$ cat src/rtl/timer_pkg.sv
// Shared types for the timer compare stage: FSM states and count modes.
package timer_pkg;

    typedef enum logic {IDLE = 1'b0, RUN = 1'b1} timer_state_e;

    typedef enum logic {ONESHOT = 1'b0, PERIODIC = 1'b1} timer_mode_e;

endpackage : timer_pkg

$ cat src/rtl/timer_compare_unit.sv
// Period/compare back end of the core timer: counts prescaled ticks up to a
// shadowed period in one-shot or periodic mode, with compare, overflow and sticky IRQ.
module timer_compare_unit
    import timer_pkg::*;
#(
    parameter int WIDTH = 32
) (
    input  logic             clk_i,
    input  logic             rst_n_i,
    input  logic             tick_i,
    input  logic             start_i,
    input  logic             stop_i,
    input  logic             mode_i,
    input  logic [WIDTH-1:0] period_i,
    input  logic [WIDTH-1:0] cmp_i,
    input  logic             irq_clr_i,
    output logic [WIDTH-1:0] count_o,
    output logic             running_o,
    output logic             ovf_o,
    output logic             cmp_match_o,
    output logic             irq_o
);

    timer_state_e     state_r;
    timer_state_e     next_state_s;
    timer_mode_e      shadow_mode_r;
    logic [WIDTH-1:0] shadow_period_r;
    logic [WIDTH-1:0] count_r;
    logic [WIDTH-1:0] count_nxt_s;
    logic             ovf_r;
    logic             cmp_match_r;
    logic             irq_r;

    logic             start_acc_s;
    logic             tick_en_s;
    logic             period_evt_s;
    logic             wrap_s;
    logic             cmp_wr_s;

    // State register
    always_ff @(posedge clk_i or negedge rst_n_i) begin
        if (!rst_n_i) begin
            state_r <= IDLE;
        end else begin
            state_r <= next_state_s;
        end
    end

    // Next-state logic; stop always beats start
    always_comb begin
        next_state_s = state_r;
        case (state_r)
            IDLE: begin
                if (start_i && !stop_i) begin
                    next_state_s = RUN;
                end else begin
                    next_state_s = IDLE;
                end
            end
            RUN: begin
                if (stop_i) begin
                    next_state_s = IDLE;
                end else if (start_i) begin
                    next_state_s = RUN;
                end else if (period_evt_s && (shadow_mode_r == ONESHOT)) begin
                    next_state_s = IDLE;
                end else begin
                    next_state_s = RUN;
                end
            end
            default: next_state_s = IDLE;
        endcase
    end

    // Per-cycle control decode; a restart takes precedence over a coincident tick
    always_comb begin
        start_acc_s  = start_i && !stop_i;
        tick_en_s    = (state_r == RUN) && tick_i && !stop_i && !start_i;
        period_evt_s = tick_en_s && (count_r == shadow_period_r);
        wrap_s       = period_evt_s && (shadow_mode_r == PERIODIC);
        // The one-shot terminal hold writes nothing new, so it cannot match
        cmp_wr_s     = tick_en_s && !(period_evt_s && (shadow_mode_r == ONESHOT));
    end

    // Next count value
    always_comb begin
        count_nxt_s = count_r;
        if (start_acc_s) begin
            count_nxt_s = {WIDTH{1'b0}};
        end else if (tick_en_s) begin
            if (period_evt_s) begin
                if (shadow_mode_r == PERIODIC) begin
                    count_nxt_s = {WIDTH{1'b0}};
                end else begin
                    count_nxt_s = count_r;
                end
            end else begin
                count_nxt_s = count_r + {{(WIDTH-1){1'b0}}, 1'b1};
            end
        end else begin
            count_nxt_s = count_r;
        end
    end

    // Datapath: count, shadow configuration and event pulses
    always_ff @(posedge clk_i or negedge rst_n_i) begin
        if (!rst_n_i) begin
            count_r         <= {WIDTH{1'b0}};
            shadow_period_r <= {WIDTH{1'b0}};
            shadow_mode_r   <= ONESHOT;
            ovf_r           <= 1'b0;
            cmp_match_r     <= 1'b0;
        end else begin
            count_r     <= count_nxt_s;
            ovf_r       <= period_evt_s;
            cmp_match_r <= cmp_wr_s && (count_nxt_s == cmp_i);
            if (start_acc_s || wrap_s) begin
                shadow_period_r <= period_i;
                shadow_mode_r   <= timer_mode_e'(mode_i);
            end else begin
                shadow_period_r <= shadow_period_r;
                shadow_mode_r   <= shadow_mode_r;
            end
        end
    end

    // Sticky interrupt; a period event beats a coincident clear
    always_ff @(posedge clk_i or negedge rst_n_i) begin
        if (!rst_n_i) begin
            irq_r <= 1'b0;
        end else if (period_evt_s) begin
            irq_r <= 1'b1;
        end else if (irq_clr_i) begin
            irq_r <= 1'b0;
        end else begin
            irq_r <= irq_r;
        end
    end

    assign count_o     = count_r;
    assign running_o   = (state_r == RUN);
    assign ovf_o       = ovf_r;
    assign cmp_match_o = cmp_match_r;
    assign irq_o       = irq_r;

endmodule : timer_compare_unit

$ cat config.mk
export PLATFORM = sky130hd
export DESIGN_NAME = timer_compare_unit
export DESIGN_NICKNAME = d
export VERILOG_FILES = /design/src/rtl/timer_pkg.sv /design/src/rtl/timer_compare_unit.sv
export SDC_FILE = /design/constraint.sdc
export NUM_CORES = 1
export LEC_CHECK = 0
export ABC_AREA = 1
export CAP_MARGIN = 20
export CORE_ASPECT_RATIO = 2
export CORE_MARGIN = 4
export CORE_UTILIZATION = 25
export DETAILED_ROUTE_END_ITERATION = 8
export MAX_ROUTING_LAYER = met4
export PLACE_DENSITY = 0.46
export SETUP_SLACK_MARGIN = 0.1
export SYNTH_ARGS = -nofsm -noshare
export SYNTH_HDL_FRONTEND = slang
export SYNTH_SLANG_ARGS = --single-unit
$ cat constraint.sdc
create_clock -name clk_i -period 3.8 [get_ports clk_i]
set_input_delay 0.95 -clock clk_i [delete_from_list [all_inputs] [get_ports clk_i]]
set_output_delay 0.95 -clock clk_i [all_outputs]
set_load 0.005 [all_outputs]
# Word level (Yosys, flattened, before mapping)
# Index checks and enable logic that the tools add are counted.
# totals
register_bits	69
input_bits	71
out_inout_bits	36
word_cells	37
# classes
add_sub_neg	1
n_eq_ne	2
mux	11
bitwise	2
reduce_logical	14
# op_table
op	n
2-to-1 mux 32 bit	4
equality test 32 bit	2
adder 32 x 1 -> 32 bit (second input constant)	1
logical AND 1 bit	9
2-to-1 mux 1 bit	6
zero test 1 bit	3
NOT 1 bit	2
one-hot mux 1 bit (2 select lines)	1
nonzero test 2 bit	1
logical OR 1 bit	1

# Logic depth before layout (Yosys ltp)
# logic_depth
ltp_word	9
ltp_mapped	22
depth_no_buf	20

# Worst setup path before layout
# OpenSTA, ideal clock, no wires.
# synth_timing
path_type	input to register
from	input start_i
to	register cmp_match_r (netlist: cmp_match_o)
setup_time_ns	0.071
t_arrival_ns	2.556
t_required_ns	3.729
setup_slack_ns	1.172
path_stages	18
n_path_buf	1
path_cell_list	inv_1 > nand2_1 > nor2_4 > nand3_1 > nor2_1 > nand2_1 > nor2_8 > buf_8 > nand4_1 > nand2_1 > nand2_1 > nand2_1 > nand2_1 > nor2_1 > nand2_1 > nor2_1 > nand3_1 > nor2_1
# synth_between
elab_chain_len	8
elab_cells_between_ends	12
cone_classes	eq/ne (1); mux (3); reduce/logical (8)
# synth_lines
element	line_no	source
start: declaration	timer_compare_unit.sv:11	input logic start_i,
zero test 1 bit	timer_compare_unit.sv:78	tick_en_s = (state_r == RUN) && tick_i && !stop_i && !start_i;
logical AND 1 bit	timer_compare_unit.sv:78	
logical AND 1 bit	timer_compare_unit.sv:79	period_evt_s = tick_en_s && (count_r == shadow_period_r);
2-to-1 mux 32 bit	timer_compare_unit.sv:91	if (period_evt_s) begin
2-to-1 mux 32 bit	timer_compare_unit.sv:90	end else if (tick_en_s) begin
2-to-1 mux 32 bit	timer_compare_unit.sv:88	if (start_acc_s) begin
equality test 32 bit	timer_compare_unit.sv:116	cmp_match_r <= cmp_wr_s && (count_nxt_s == cmp_i);
logical AND 1 bit (*)	timer_compare_unit.sv:116	
end signal: assignment	timer_compare_unit.sv:116	
end: declaration	timer_compare_unit.sv:31	logic cmp_match_r;
# Mark *: on every way between the ends. The rest lies on a longest branch, timed or not.
# A chain may end at the register's enable or synchronous reset.

# Worst setup path after layout
# layout_timing
from	input stop_i
to	register cmp_match_r (netlist: cmp_match_o)
# layout_between
elab_chain_len	9
elab_cells_between_ends	13
cone_classes	eq/ne (1); mux (3); reduce/logical (9)
# layout_lines
element	line_no	source
start: declaration	timer_compare_unit.sv:12	input logic stop_i,
zero test 1 bit (*)	timer_compare_unit.sv:77, timer_compare_unit.sv:78	
logical AND 1 bit (2 in a row)	timer_compare_unit.sv:78	
logical AND 1 bit	timer_compare_unit.sv:79	
2-to-1 mux 32 bit	timer_compare_unit.sv:91	
2-to-1 mux 32 bit	timer_compare_unit.sv:90	
2-to-1 mux 32 bit	timer_compare_unit.sv:88	
equality test 32 bit	timer_compare_unit.sv:116	
logical AND 1 bit (*)	timer_compare_unit.sv:116	
# Marked as above.

==> impl_metrics.csv <==
group,metric,value,unit
run_status,outcome,"completed",
clocking,ctsHtreeMaxLevel,3,
detailed_routing,routed_wl,26000,microns
clocking,cts-resized-gates,0,
detailed_routing,routedWlPerCell,19.8,microns
finish,register_area,1730,sq um
yosys,ys.flop_type,"dfrtp_1",
critical_path,rrSetupSlack,0.60,ns
sta,tightest_slew,0.987,ns
finish,num_antenna_cells,0,
global_route,top_usage_layer,"met2",
detailed_routing,ant_nets,0,
global_route,grt.total_usage,0.216,
detailed_routing,drt_iter0_markers,403,
finish,nFillCells,2509,
place,pre_cts_slack,0.0712,ns
finish,final_util,0.333,
yosys,synth_nets,993,
global_route,grt_max_degree,70,
finish,nets,1107,
yosys,yosysWarnings,0,
clocking,post_cts_buffers,0,
worst_hold_path,hp-class,"flip-flop to flip-flop",
die,dieArea,25100,sq um
yosys,synth_seq_cells,69,
clocking,cts_hold_buffers,0,
pwr,leakage,3.56,nW
global_route,use_met1,0.211,
global_route,overflow,0,
global_route,antenna_found_initial,0,
clocking,clockBufferDepth,2,
yosys,avgSynthCellArea,6.12,sq um
critical_path,crit_path_max_fanout,6,
yosys,syn_inst,921,
die,die_h,220,microns
finish,final_cell_mix,"nand2_1 (324), inv_1 (115), clkdlybuf4s50_1 (105)",
sta,rsz0062_at_grt,"no",
yosys,seq_area_frac_synth,0.307,
finish,drive_above_1_share,0.0837,
die,start_util,0.254,
critical_path,end_kind,"flip-flop",
clocking,cts_tree,"built",
sta,max_freq,0.295,GHz
job,cap_violations,0,
detailed_routing,drc_errors,0,
yosys,synth_edf_count,0,
finish,layout_commonest_cell,"nand2_1",
die,die_w,114,microns
detailed_routing,vias_per_cell,4.78,
sta,worst_slack,0.416,ns
place,io_buffer_count,106,
yosys,synth_cell_types,38,
yosys,async_flop_share,1.00,
sta,drv_slew,0,
critical_path,path_class,"input pin to flip-flop",
sta,finalCritPeriodShare,0.891,
critical_path,crit_arrival,3.67,ns
sta,final_hold_viol_count,0,
sta,period_needed,3.38,ns
clocking,cts_buffers,9,
detailed_routing,vias,6288,
clocking,clkTransAtPathRegs,0.06,ns
clocking,cts-root-buf,"clkbuf_16",
place,hpwl,21000,microns
finish,multi_input_area,3240,sq um
sta,fin_skew,0.00939,ns
global_route,use_met2,0.405,
detailed_routing,firstDrtPassIters,5,
sta,setup_viol,0,
critical_path,cp-start-kind,"input pin",
die,io_pins,107,
finish,area_growth_syn_to_layout,30.9,%
global_route,grt_pass1_vias,6402,
die,coreArea,22200,sq um
pwr,ir_drop,0.167,mV
clocking,cts_sinks,69,
sta,finalSetupTns,0,ns
global_route,grt_pass1_wl,38500,microns
clocking,clk_latency,0.36,ns
global_route,use_met3,0.0235,
sta,max_slew_margin,0.342,
yosys,syn-cell-area,5630,sq um
pwr,power_density,342,nW/um^2
place,place_congestion,0.940,
die,rows,77,
critical_path,crit_required,4.08,ns
worst max-delay path, cell delays in order:
cell,delay (ns)
clkdlybuf4s50_1,0.44
inv_2,0.08
nand2_2,0.06
nor2_4,0.17
nand3_1,0.13
nor2_1,0.13
nand2_1,0.13
nor2_8,0.20
nand3_4,0.12
buf_4,0.18
o21ai_1,0.15
nand2_1,0.11
nand2_1,0.15
nand2_1,0.10
nor2_1,0.10
nand2_1,0.12
nor2_1,0.14
nand3_1,0.09
nor2_1,0.11
power breakdown:
group / switching, mW / internal, mW
logic: 0.466 / 0.319
clock network: 0.341 / 0.455
registers: 0.127 / 0.813
total: 0.934 / 1.59
layer usage:
metal | up-vias | share of wire
met5 | - | 0
met4 | 0 | 0.055
met3 | 55 | 0.031
met2 | 177 | 0.56
met1 | 2976 | 0.35
li1 | 3080 | -
cells by family after synthesis:
family	count (synthesis)	share of synthesized area
xor gates and xnor gates	34	0.0555
and+or+nand+nor	558	0.425
AOI/OAI and AO/OA	84	0.0766
adders and majority gates	1	0.00222
muxes	7	0.0140
DFF	69	0.307
buffers and inverters	168	0.120
cell usage after synthesis (2+ instances only):
| cell type | number | area (sq um) |
|---|---|---|
| a21oi_1 | 15 | 75.1 |
| and2_1 | 3 | 18.8 |
| buf_1 | 3 | 11.3 |
| buf_2 | 7 | 35.0 |
| buf_4 | 3 | 22.5 |
| buf_6 | 2 | 22.5 |
| clkbuf_1 | 10 | 37.5 |
| dfrtp_1 | 69 | 1730 |
| inv_1 | 115 | 432 |
| inv_2 | 26 | 97.6 |
| mux2_2 | 7 | 78.8 |
| nand2_1 | 324 | 1220 |
| nand2_2 | 3 | 18.8 |
| nand3_1 | 74 | 370 |
| nand3_4 | 2 | 35.0 |
| nand3b_1 | 13 | 97.6 |
| nand4_1 | 17 | 106 |
| nor2_1 | 99 | 372 |
| nor2_2 | 4 | 25.0 |
| nor2_4 | 2 | 22.5 |
| nor3_1 | 11 | 55.1 |
| o211ai_1 | 2 | 15.0 |
| o21ai_0 | 54 | 270 |
| o21ai_1 | 11 | 55.1 |
| xnor2_1 | 12 | 105 |
| xnor2_2 | 2 | 32.5 |
| xor2_1 | 20 | 175 |
area by class of cell:
class | count | area share
Clock buffer | 13 | 0.0339
Clock inverter | 2 | 0.00136
Timing Repair Buffer | 129 | 0.172
Inverter | 142 | 0.0723
Sequential cell | 69 | 0.234
Tap cell | 276 | 0.0468
Multi-Input combinational cell | 684 | 0.439
path summary, 6_finish.rpt:
path | start | end | cells after the start
min reg2reg | irq_o$_DFFE_PN0P_ | irq_o$_DFFE_PN0P_ | 2
max | stop_i | cmp_match_o$_DFF_PN0_ | 19
min | irq_o$_DFFE_PN0P_ | irq_o$_DFFE_PN0P_ | 2
max reg2reg | count_o[21]$_DFF_PN0_ | cmp_match_o$_DFF_PN0_ | 18
min in group asynchronous | rst_n_i | shadow_period_r[29]$_DFFE_PN0P_ | 1
max in group asynchronous | rst_n_i | shadow_period_r[13]$_DFFE_PN0P_ | 1
flip-flops by register name, summed over array words and instances (netlist names):
register / cells
shadow_mode_r: 1
count_o: 32
irq_o: 1
shadow_period_r: 32
running_o: 1
cmp_match_o: 1
ovf_o: 1
per-stage QoR:
step / area (sq um) / total power, mW / hold slack, ns / instances
final: 7370 / 2.52 / 0.528 / 1315
after global routing: 7370 / 2.66 / 0.551 / 1315
after CTS: 7370 / 2.54 / 0.537 / 1315
after detailed placement: 7110 / 1.74 / 0.531 / 1300
after global placement: 7110 / 1.74 / 0.523 / 1300
after floorplan: 5630 / 1.33 / 0.502 / 921
Note: power is estimated with default switching activity, not from simulation.
